`src/rtl/mmio_uart_tx_if.sv`:
```
// rtl/mmio_uart_tx_if.sv - CPU data-memory bus bundle for the console transmitter
interface mmio_uart_tx_if;
  logic [31:0] Address;
  logic        Wr;
  logic [31:0] Datain;
  logic [31:0] Dataout;
  logic        Hit;

  modport master (output Address, output Wr, output Datain, input Dataout, input Hit);
  modport slave  (input Address, input Wr, input Datain, output Dataout, output Hit);
endinterface

```
`src/rtl/mmio_uart_tx.sv`:
```
// rtl/mmio_uart_tx.sv - memory-mapped FIFO-fed 8N1 UART transmitter (optional UART_TX_IRQ_EN)
module mmio_uart_tx #(
  parameter logic [31:0] BASE_ADDR    = 32'hFFFF_0000,
  parameter int          DEPTH        = 8,
  parameter int          CLKS_PER_BIT = 4
) (
  input  logic           clock,
  input  logic           reset,
  mmio_uart_tx_if.slave  bus,
  output logic           tx,
  output logic           irq
);

  localparam int AW  = $clog2(DEPTH);
  localparam int CW  = AW + 1;
  localparam int CCW = (CLKS_PER_BIT > 1) ? $clog2(CLKS_PER_BIT) : 1;

  typedef enum logic [1:0] {S_IDLE, S_START, S_DATA, S_STOP} state_t;

  state_t          state, state_nxt;
  logic [29:0]     word_off;
  logic            sel_tx, sel_st, sel_ctrl;
  logic            wr_tx, wr_st, wr_ctrl;
  logic [CW-1:0]   count;
  logic [AW-1:0]   wr_ptr, rd_ptr;
  logic [7:0]      mem [DEPTH];
  logic            full, empty, push, pop, busy, stop_done, bit_end;
  logic            ovf, txen, done, irqen;
  logic [CCW-1:0]  clk_cnt;
  logic [2:0]      bit_idx;
  logic [7:0]      shreg;
  logic [31:0]     rdata;
  logic            unused_bits;

  // Window decode: offset relative to the base word, three words wide
  assign word_off = bus.Address[31:2] - BASE_ADDR[31:2];
  assign sel_tx   = (word_off == 30'd0);
  assign sel_st   = (word_off == 30'd1);
  assign sel_ctrl = (word_off == 30'd2);
  assign bus.Hit  = sel_tx | sel_st | sel_ctrl;
  assign wr_tx    = bus.Wr & sel_tx;
  assign wr_st    = bus.Wr & sel_st;
  assign wr_ctrl  = bus.Wr & sel_ctrl;

  assign full    = (count == CW'(DEPTH));
  assign empty   = (count == '0);
  assign push    = wr_tx & ~full;
  assign bit_end = (clk_cnt == CCW'(CLKS_PER_BIT - 1));

  assign unused_bits = ^{bus.Address[1:0], bus.Datain};

  // FIFO storage; no reset needed, occupancy is tracked by count
  always_ff @(posedge clock) begin
    if (push) mem[wr_ptr] <= bus.Datain[7:0];
  end

  // FIFO pointers and occupancy; pointers wrap naturally at DEPTH
  always_ff @(posedge clock or posedge reset) begin
    if (reset) begin
      wr_ptr <= '0;
      rd_ptr <= '0;
      count  <= '0;
    end else begin
      if (push) wr_ptr <= wr_ptr + 1'b1;
      if (pop)  rd_ptr <= rd_ptr + 1'b1;
      case ({push, pop})
        2'b10:   count <= count + 1'b1;
        2'b01:   count <= count - 1'b1;
        default: count <= count;
      endcase
    end
  end

  // Control and sticky overflow; a dropped push sets ovf even if a pop frees space this cycle
  always_ff @(posedge clock or posedge reset) begin
    if (reset) begin
      ovf  <= 1'b0;
      txen <= 1'b1;
    end else begin
      if (wr_tx && full)                   ovf <= 1'b1;
      else if (wr_st && bus.Datain[11])    ovf <= 1'b0;
      if (wr_ctrl) txen <= bus.Datain[0];
    end
  end

  // Serializer state register
  always_ff @(posedge clock or posedge reset) begin
    if (reset) state <= S_IDLE;
    else       state <= state_nxt;
  end

  // Serializer next-state; the STOP->IDLE->START path gives the one idle cycle between frames
  always_comb begin
    state_nxt = state;
    case (state)
      S_IDLE:  if (txen && !empty)                 state_nxt = S_START;
      S_START: if (bit_end)                        state_nxt = S_DATA;
      S_DATA:  if (bit_end && bit_idx == 3'd7)     state_nxt = S_STOP;
      S_STOP:  if (bit_end)                        state_nxt = S_IDLE;
      default:                                     state_nxt = S_IDLE;
    endcase
  end

  // Serializer outputs; tx is decoded from state so reset forces the line high at once
  always_comb begin
    tx        = 1'b1;
    pop       = 1'b0;
    busy      = (state != S_IDLE);
    stop_done = 1'b0;
    case (state)
      S_IDLE:  pop = txen & ~empty;
      S_START: tx  = 1'b0;
      S_DATA:  tx  = shreg[0];
      S_STOP:  stop_done = bit_end;
      default: tx  = 1'b1;
    endcase
  end

  // Bit timing and shift register; the head byte is loaded on the pop
  always_ff @(posedge clock or posedge reset) begin
    if (reset) begin
      clk_cnt <= '0;
      bit_idx <= '0;
      shreg   <= '0;
    end else begin
      if (state == S_IDLE || bit_end) clk_cnt <= '0;
      else                            clk_cnt <= clk_cnt + 1'b1;
      if (state != S_DATA)            bit_idx <= '0;
      else if (bit_end)               bit_idx <= bit_idx + 1'b1;
      if (pop)                        shreg <= mem[rd_ptr];
      else if (state == S_DATA && bit_end) shreg <= shreg >> 1;
    end
  end

`ifdef UART_TX_IRQ_EN
  logic done_nxt, irqen_nxt;

  // Done/irqen next values; a completing frame wins over a same-cycle clear
  always_comb begin
    done_nxt  = done;
    irqen_nxt = irqen;
    if (stop_done && empty)               done_nxt = 1'b1;
    else if (wr_st && bus.Datain[12])     done_nxt = 1'b0;
    if (wr_ctrl)                          irqen_nxt = bus.Datain[1];
  end

  // Interrupt state; irq is registered from the next values so it tracks done & irqen
  always_ff @(posedge clock or posedge reset) begin
    if (reset) begin
      done  <= 1'b0;
      irqen <= 1'b0;
      irq   <= 1'b0;
    end else begin
      done  <= done_nxt;
      irqen <= irqen_nxt;
      irq   <= done_nxt & irqen_nxt;
    end
  end
`else
  assign done  = 1'b0;
  assign irqen = 1'b0;
  assign irq   = 1'b0;
`endif

  // Read mux for the register window
  always_comb begin
    rdata = 32'h0;
    if (sel_st)   rdata = {19'h0, done, ovf, busy, empty, full, 8'(count)};
    if (sel_ctrl) rdata = {30'h0, irqen, txen};
  end

  // Registered read data, one cycle after the address
  always_ff @(posedge clock or posedge reset) begin
    if (reset) bus.Dataout <= 32'h0;
    else       bus.Dataout <= rdata;
  end

endmodule

```
`src/flat_wrapper.sv`:
```
// flat-port wrapper written by rule: the top's interface ports become plain ports
module mmio_uart_tx_flat 
#(
  parameter logic [31:0] BASE_ADDR    = 32'hFFFF_0000,
  parameter int          DEPTH        = 8,
  parameter int          CLKS_PER_BIT = 4
)
  (clock, reset, tx, irq, bus_Address, bus_Wr, bus_Datain, bus_Dataout, bus_Hit);
  mmio_uart_tx_if bus_i ();
  input  logic clock;
  input  logic reset;
  output logic tx;
  output logic irq;
  input wire logic [$bits(bus_i.Address)-1:0] bus_Address;
  input wire logic [$bits(bus_i.Wr)-1:0] bus_Wr;
  input wire logic [$bits(bus_i.Datain)-1:0] bus_Datain;
  output wire logic [$bits(bus_i.Dataout)-1:0] bus_Dataout;
  output wire logic [$bits(bus_i.Hit)-1:0] bus_Hit;
  assign bus_i.Address = bus_Address;
  assign bus_i.Wr = bus_Wr;
  assign bus_i.Datain = bus_Datain;
  assign bus_Dataout = bus_i.Dataout;
  assign bus_Hit = bus_i.Hit;
  mmio_uart_tx #(.BASE_ADDR(BASE_ADDR), .DEPTH(DEPTH), .CLKS_PER_BIT(CLKS_PER_BIT)) u_core (.clock(clock), .reset(reset), .bus(bus_i), .tx(tx), .irq(irq));
endmodule
```
`config.mk`:
```
export PLATFORM = sky130hd
export DESIGN_NAME = mmio_uart_tx_flat
export DESIGN_NICKNAME = d
export VERILOG_FILES = /design/src/rtl/mmio_uart_tx_if.sv /design/src/rtl/mmio_uart_tx.sv /design/src/flat_wrapper.sv
export SDC_FILE = /design/constraint.sdc
export NUM_CORES = 1
export LEC_CHECK = 0
export CAP_MARGIN = 20
export CORE_MARGIN = 2
export CORE_UTILIZATION = 50
export DETAILED_ROUTE_END_ITERATION = 6
export GPL_ROUTABILITY_DRIVEN = 0
export PLACE_DENSITY = 0.81
export SYNTH_ARGS = -nofsm -noshare
export SYNTH_HDL_FRONTEND = slang
export SYNTH_SLANG_ARGS = --single-unit
export TNS_END_PERCENT = 100
```
`constraint.sdc`:
```
create_clock -name clock -period 3.05 [get_ports clock]
set_clock_uncertainty 0.05 [all_clocks]
set_input_delay 0.4575 -clock clock [delete_from_list [all_inputs] [get_ports clock]]
set_output_delay 0.4575 -clock clock [all_outputs]
set_load 0.02 [all_outputs]
```
==> results by group, run 1 <==
Run status
  • Status: completed

Synth
  • Synthesized instance count: 305
  • Mapped cell area: 0.00454 mm²
  • Most instantiated library cell after synthesis: edfxtp_1
  • Top-area cell type share of the netlist area: 42.4%
  • Post-synth EDFFs: 64
  • Yosys reg bits: 99
  • Synth warn: 0
  • Top cells by area, synth: edfxtp_1, dfrtp_1, mux4_2, buf_4, ha_1
  • Yosys cell types: 50
  • Synthesized area per cell: 14.9 µm²
  • Most used DFF post-synth: edfxtp_1
  • Commonest cells post-synth: edfxtp_1, dfrtp_1, buf_4, mux4_2, nand2_1
  • Area leader, netlist: edfxtp_1
  • Sequential area share after synthesis: 61.7%
  • Asr flop ratio synth: 35.4%

Layout
  • Area grow syn2layout: 20.6%
  • # diodes: 0
  • Nets: 459
  • Fillers: 644
  • Multi-input gate area in the final layout: 0.00156 mm²
  • FF/Latch Area: 0.00280 mm²
  • Layout cells sized above 1: 18.2%

Timing
  • Unrepaired setup endpoints after global routing: false
  • Sum of negative setup slack: 0 ns
  • Fin. max-slew vios: 0
  • Setup Viol. Count Final: 0
  • Rel. slew slack: 49.1%
  • Worst-margin pin slew: 0.763 ns
  • Min Tclk post-route: 2.89 ns
  • Max Clk Rate: 347 MHz
  • Final worst-path cycle share: 94.6%
  • Min setup slack post-route: 0.165 ns
  • Final Hold Viols: 0

Worst hold path
  • Hold WC Path Type: reg2reg

Pwr
  • Peak supply drop: 333 µV
  • Pwr per Cell Area: 437 mW/mm²
  • Lkg Pwr: 2.18 nW

Global route
  • Largest net degree at the start of global routing: 22
  • First-pass GRT wire length: 12700 µm
  • Gr usage total: 16.8%
  • Initial antenna violation count: 0
  • Total global routing overflow: 0
  • Vias in the first global route: 2545

Detailed routing
  • Uppermost routed layer: met4
  • Final ANT Viol Nets: 0
  • Met2 WL: 4070 µm
  • Vias: 2627
  • M1 WL: 3370 µm
  • Drt drc: 0
  • Detailed Route Iter0 Violations: 83
  • 1st-pass router iterations: 4
  • Wirelength, routed: 7870 µm
  • Avg Vias per Cell: 5.33
  • Detailed-routed wire length on met3: 340 µm
  • Drt wl/cell: 16.0 µm

Clocking
  • Cts hold-fix bufs: 0
  • # H-tree levels: 3
  • Clock Sinks: 99
  • CTS buffer count: 9
  • Worst-Skew Late Latency: 0.37 ns
  • Max Root-Sink Buffers: 2
  • Root Buffer: clkbuf_8
  • Clk slew on worst S/H paths: 0.10 ns
  • CTS tree: yes

Critical path
  • Critical path data required time: 2.54 ns
  • Critical-path maximum fanout: 3
  • Crit Path Category: in2out
  • Crit. End Element: primary output
  • Worst EP arrival: 2.38 ns
  • Type of origin of the critical path: input port

Floorplan
  • Row count: 34
  • Total die area: 0.00985 mm²
  • Die Y: 99.2 µm
  • Core Region: 0.00876 mm²
  • Initial core utilization: 51.8%
  • Chip width: 99.2 µm
  • I/O pins: 102

Place
  • Post-DP HPWL: 5620 µm
  • Dpl ws: -0.269 ns
  • IO Port Bufs: 51

Job
  • Max-cap violations: 0
## per-layer routing
layer	GRT usage, %	vias up
met1	22.9	1300
li1	-	1260
met2	27.7	61
met5	0	-
met3	3.72	6
met4	4.43	0
## layout by cell type, fill, tap and decap left out, types with 2 or more instances in the layout
cell,synthesis,final
nor3_1,3,2
and2_1,5,5
clkbuf_8,0,9
or3_1,2,2
dfrtp_1,34,34
ha_1,12,12
a31oi_1,2,2
edfxtp_1,64,64
conb_1,1,25
nor4_1,6,6
nor3b_1,2,2
nor2b_1,14,14
nand4_1,2,2
a211oi_1,7,7
xor2_1,7,7
a21oi_1,11,11
clkdlybuf4s50_1,0,50
inv_1,7,7
inv_6,0,2
a2111oi_2,1,2
nand3_1,5,5
nand2_1,16,16
inv_8,0,2
mux2_1,2,2
buf_12,0,3
xnor2_1,3,3
buf_4,25,23
and4b_1,3,3
mux4_2,16,16
mux2i_1,13,13
nor2_1,7,7
o21ai_0,3,3
## registers in the layout, indices dropped and copies added, names as in the netlist
name	count
u_core.ovf	1
u_core.mem	64
u_core.txen	1
u_core.bit_idx	3
u_core.shreg	8
u_core.wr_ptr	3
u_core.count	4
u_core.state	2
u_core.bus.Dataout	8
u_core.clk_cnt	2
u_core.rd_ptr	3
## what timing repair did
item	in CTS	in global routing
pin swaps	0	1
setup buffers	0	1
cloned	0	0
gates resized for setup	2	3
endpoints found under the setup margin	1	2
## power by group
| group | leakage (nW) | internal [W] | switching (W) |
|---|---|---|---|
| Clock | 0.104 | 0.000333 | 0.000503 |
| Sequential | 1.06 | 0.00143 | 0.000000000279 |
| Combinational | 1.02 | 0.0000580 | 0.0000679 |
## worst paths after layout
check | depth (start not counted) | slack, ns | start | to
max | 7 | 0.16 | bus_Address[27] | bus_Hit
min | 1 | 0.39 | u_core.clk_cnt[0] | u_core.clk_cnt[0]
max reg2reg | 10 | 0.45 | u_core.count[1] | u_core.count[2]
min reg2reg | 1 | 0.39 | u_core.clk_cnt[0] | u_core.clk_cnt[0]
max in group asynchronous | 3 | 1.82 | reset | u_core.shreg[7]
min in group asynchronous | 2 | 0.42 | reset | u_core.bus.Dataout[2]
## kinds of logic (layout without fill, tap and decap cells)
family	after synthesis	after routing	synth area share (%)
XOR/XNOR	10	10	1.93
buffers and inverters	45	101	6.04
adder cells (fa/ha/maj)	12	12	3.31
multiplexers	32	32	11.6
AO/OA/AOI/OAI	31	31	4.86
other	1	25	0.0827
flip-flops	99	99	61.7
AND/OR/NAND/NOR	75	75	10.5
## critical path: stages
cell and delay (ns):
clkdlybuf4s50_1 0.52, nand2_1 0.10, a2111oi_2 0.39, nand4_2 0.20
or3_1 0.38, a21oi_1 0.14, clkbuf_2 0.19
## metrics by stage
stage                     hold slack [ns]  area (µm²)  std cells  total power [W]  util (%)
after floorplan                     0.358        4630        329          0.00153         -
after global placement              0.371        5250        476          0.00158      59.9
after detailed placement            0.375        5250        476          0.00158      59.9
after CTS                           0.391        5460        492          0.00241      62.3
after global routing                0.407        5470        493          0.00247      62.4
final                               0.385        5470        493          0.00239      62.4
## layout make-up
type	count	share of cell area [%]
Tap cell	108	2.47
Clock buffer	9	2.26
Inverter	8	0.549
Sequential cell	99	51.2
Clock inverter	7	1.49
Multi-Input combinational cell	185	28.6
Timing Repair Buffer	77	13.5
Power figures use the tool's default switching activity.
==> run 2, diff against run 1 <==
- GPL_TIMING_DRIVEN: default -> 0
==> run 2 against run 1 <==
Effect of this change:
- sequential cell count unchanged
- highest routed layer unchanged
- routed wire length rose by 8.5%
- worst setup slack lost 0.070 ns
- sequential share of layout area shrank 1.5 points
- die area stayed put
- via count increased by 2.2%
- core utilization rose by 1.9 points
- critical endpoint unchanged
- sequential power barely moved
- first-iteration DRC count decreased by 2.4%
- fmax fell by 2.4%
- worst hold slack got worse by 0.012 ns
- clock power increased by 2.6%
==> results by group, run 2 (synthesis gave the netlist of run 1 again) <==
Layout
  • Nets: 477 (+3.9%)
  • Largest regs: u_core.mem (64), u_core.bus.Dataout (8), u_core.shreg (8)
  • Max reg flops: 64 (unchanged)
  • Core Util, Final: 64.3% (+1.9 points)
  • Area grow syn2layout: 24.3%
  • Commonest cells after routing, fill and taps aside: edfxtp_1, clkdlybuf4s50_1, dfrtp_1
  • Fillers: 636 (-1.2%)
  • Most flop-heavy register: u_core.mem
  • Commonest non-fill, non-tap cell in the layout: edfxtp_1
  • # diodes: 0 (unchanged)
  • Layout cells sized above 1: 22.1% (+3.9 points)

Clocking
  • Root Buffer: clkbuf_8
  • # H-tree levels: 3 (unchanged)
  • Worst-Skew Late Latency: 0.37 ns (about the same)
  • Max Root-Sink Buffers: 2 (unchanged)
  • Clock Sinks: 99 (unchanged)
  • Cts hold-fix bufs: 0 (unchanged)
  • Clk slew on worst S/H paths: 0.10 ns (about the same)
  • CTS tree: yes
  • CTS buffer count: 9 (unchanged)

Floorplan
  • Chip width: 99.2 µm (unchanged)
  • Die Y: 99.2 µm (unchanged)
  • I/O pins: 102 (unchanged)
  • Core Region: 0.00876 mm² (unchanged)
  • Row count: 34 (unchanged)
  • Initial core utilization: 51.8% (unchanged)
  • Total die area: 0.00985 mm² (unchanged)

Global route
  • Largest net degree at the start of global routing: 25 (+14%)
  • Total global routing overflow: 0 (unchanged)
  • Initial antenna violation count: 0 (unchanged)
  • Gr usage total: 17.9% (+1.1 points)
  • Vias in the first global route: 2646 (+4.0%)
  • First-pass GRT wire length: 13500 µm (+6.1%)

Detailed routing
  • Detailed Route Iter0 Violations: 81 (-2.4%)
  • Wirelength, routed: 8530 µm (+8.5%)
  • Avg Vias per Cell: 5.26 (-1.4%)
  • Vias: 2686 (+2.2%)
  • 1st-pass router iterations: 4 (unchanged)
  • Final ANT Viol Nets: 0 (unchanged)
  • Drt wl/cell: 16.7 µm (+4.7%)
  • Drt drc: 0 (unchanged)

Job
  • Max-cap violations: 0 (unchanged)

Pwr
  • Peak supply drop: 421 µV (+26%)
  • Lkg Pwr: 2.28 nW (+4.5%)
  • Pwr per Cell Area: 434 mW/mm² (-0.65%)

Timing
  • Hold WS: 0.373 ns (-0.0122 ns)
  • Worst-margin pin slew: 0.688 ns (-0.0748 ns)
  • Sum of negative setup slack: 0 ns (unchanged)
  • Rel. slew slack: 54.1% (+4.9 points)
  • Setup Viol. Count Final: 0 (unchanged)
  • Final worst-path cycle share: 96.9% (+2.3 points)
  • Fin. max-slew vios: 0 (unchanged)
  • Final Hold Viols: 0 (unchanged)
  • Max Clk Rate: 338 MHz (-2.4%)
  • Min Tclk post-route: 2.96 ns (+0.0698 ns)

Critical path
  • Type of origin of the critical path: input port
  • Worst EP arrival: 2.45 ns (+0.07 ns)
  • Crit Path Category: in2out
  • Crit. End Element: primary output
  • Critical path data required time: 2.54 ns (about the same)
  • Critical-path maximum fanout: 4 (+1)

Worst hold path
  • Hold WC Path Type: in2async

Place
  • IO Port Bufs: 51 (unchanged)
  • Post-DP HPWL: 5960 µm (+6.0%)

Run status
  • Status: completed
==> run 2: changes by cell type in the layout (fill, tap and decap cells not counted), moves of 3 or more <==
cell,previous run,this run
buf_12,3,0
buf_2,0,3
buf_4,23,33
clkbuf_1,0,8
clkdlybuf4s50_1,50,46
==> run 2: what timing repair did <==
| item | in CTS | in global routing |
|---|---|---|
| setup endpoints to repair | 8 | 6 |
| gates resized for setup | 13 | 15 |
| pin swaps | 3 | 8 |
| buffers inserted | 5 | 2 |
==> run 2: metrics by stage <==
stage / cell area (µm²) / power [W] / worst slack [ns] / std cells
2_1_floorplan: 4630 / 0.00153 / 0.121 / 329
3_3_place_gp: 5270 / 0.00160 / -0.663 / 488
3_5_place_dp: 5300 / 0.00161 / -0.812 / 489
4_1_cts: 5570 / 0.00245 / 0.0363 / 509
5_1_grt: 5640 / 0.00253 / -0.00979 / 511
6_report: 5640 / 0.00245 / 0.0949 / 511
==> run 2: worst paths after layout <==
check	slack, ns	start	endpoint	cells after the start
min reg2reg	0.40	u_core.clk_cnt[0]	u_core.clk_cnt[0]	1
max in group asynchronous	2.00	reset	u_core.txen	3
min in group clock	0.40	u_core.clk_cnt[0]	u_core.clk_cnt[0]	1
max reg2reg	0.32	u_core.count[1]	u_core.count[2]	11
max	0.09	bus_Address[19]	bus_Hit	8
min	0.37	reset	u_core.bus.Dataout[0]	2
==> run 2: cell type report <==
class / instances / area (µm²) / share of cell area, %
buffer: 36 / 240 / 4.26
clock buffer: 10 / 128 / 2.26
clock inverter: 6 / 71.3 / 1.27
inverter: 8 / 30.0 / 0.533
multi-input combinational: 185 / 1650 / 29.2
sequential: 99 / 2800 / 49.7
tap: 108 / 135 / 2.40
timing repair buffer: 59 / 587 / 10.4
==> run 2: worst max-delay path, stage by stage <==
cell and delay (ns):
clkdlybuf4s50_1 0.46, nand4_1 0.15, nor3_4 0.30, a41oi_4 0.19, buf_4 0.19, or3_1 0.42, a21oi_2 0.12, buf_4 0.15
==> run 2: metal layers <==
metal | global-route usage (%) | wire length (µm)
met1 | 23.9 | 3520
met2 | 29.6 | 4500
met3 | 3.51 | 379
met4 | 6.01 | 133
met5 | 0 | 0
==> run 2: power breakdown <==
part            switching [W]  internal [W]
clock network        0.000467      0.000392
logic               0.0000809     0.0000799
registers      0.000000000300       0.00143
total                0.000547       0.00190
==> run 3, diff against run 2 <==
- GPL_ROUTABILITY_DRIVEN: 0 -> default
==> results of run 3 <==
Same layout as run 2: the final DEF is identical, and so are final timing and power.
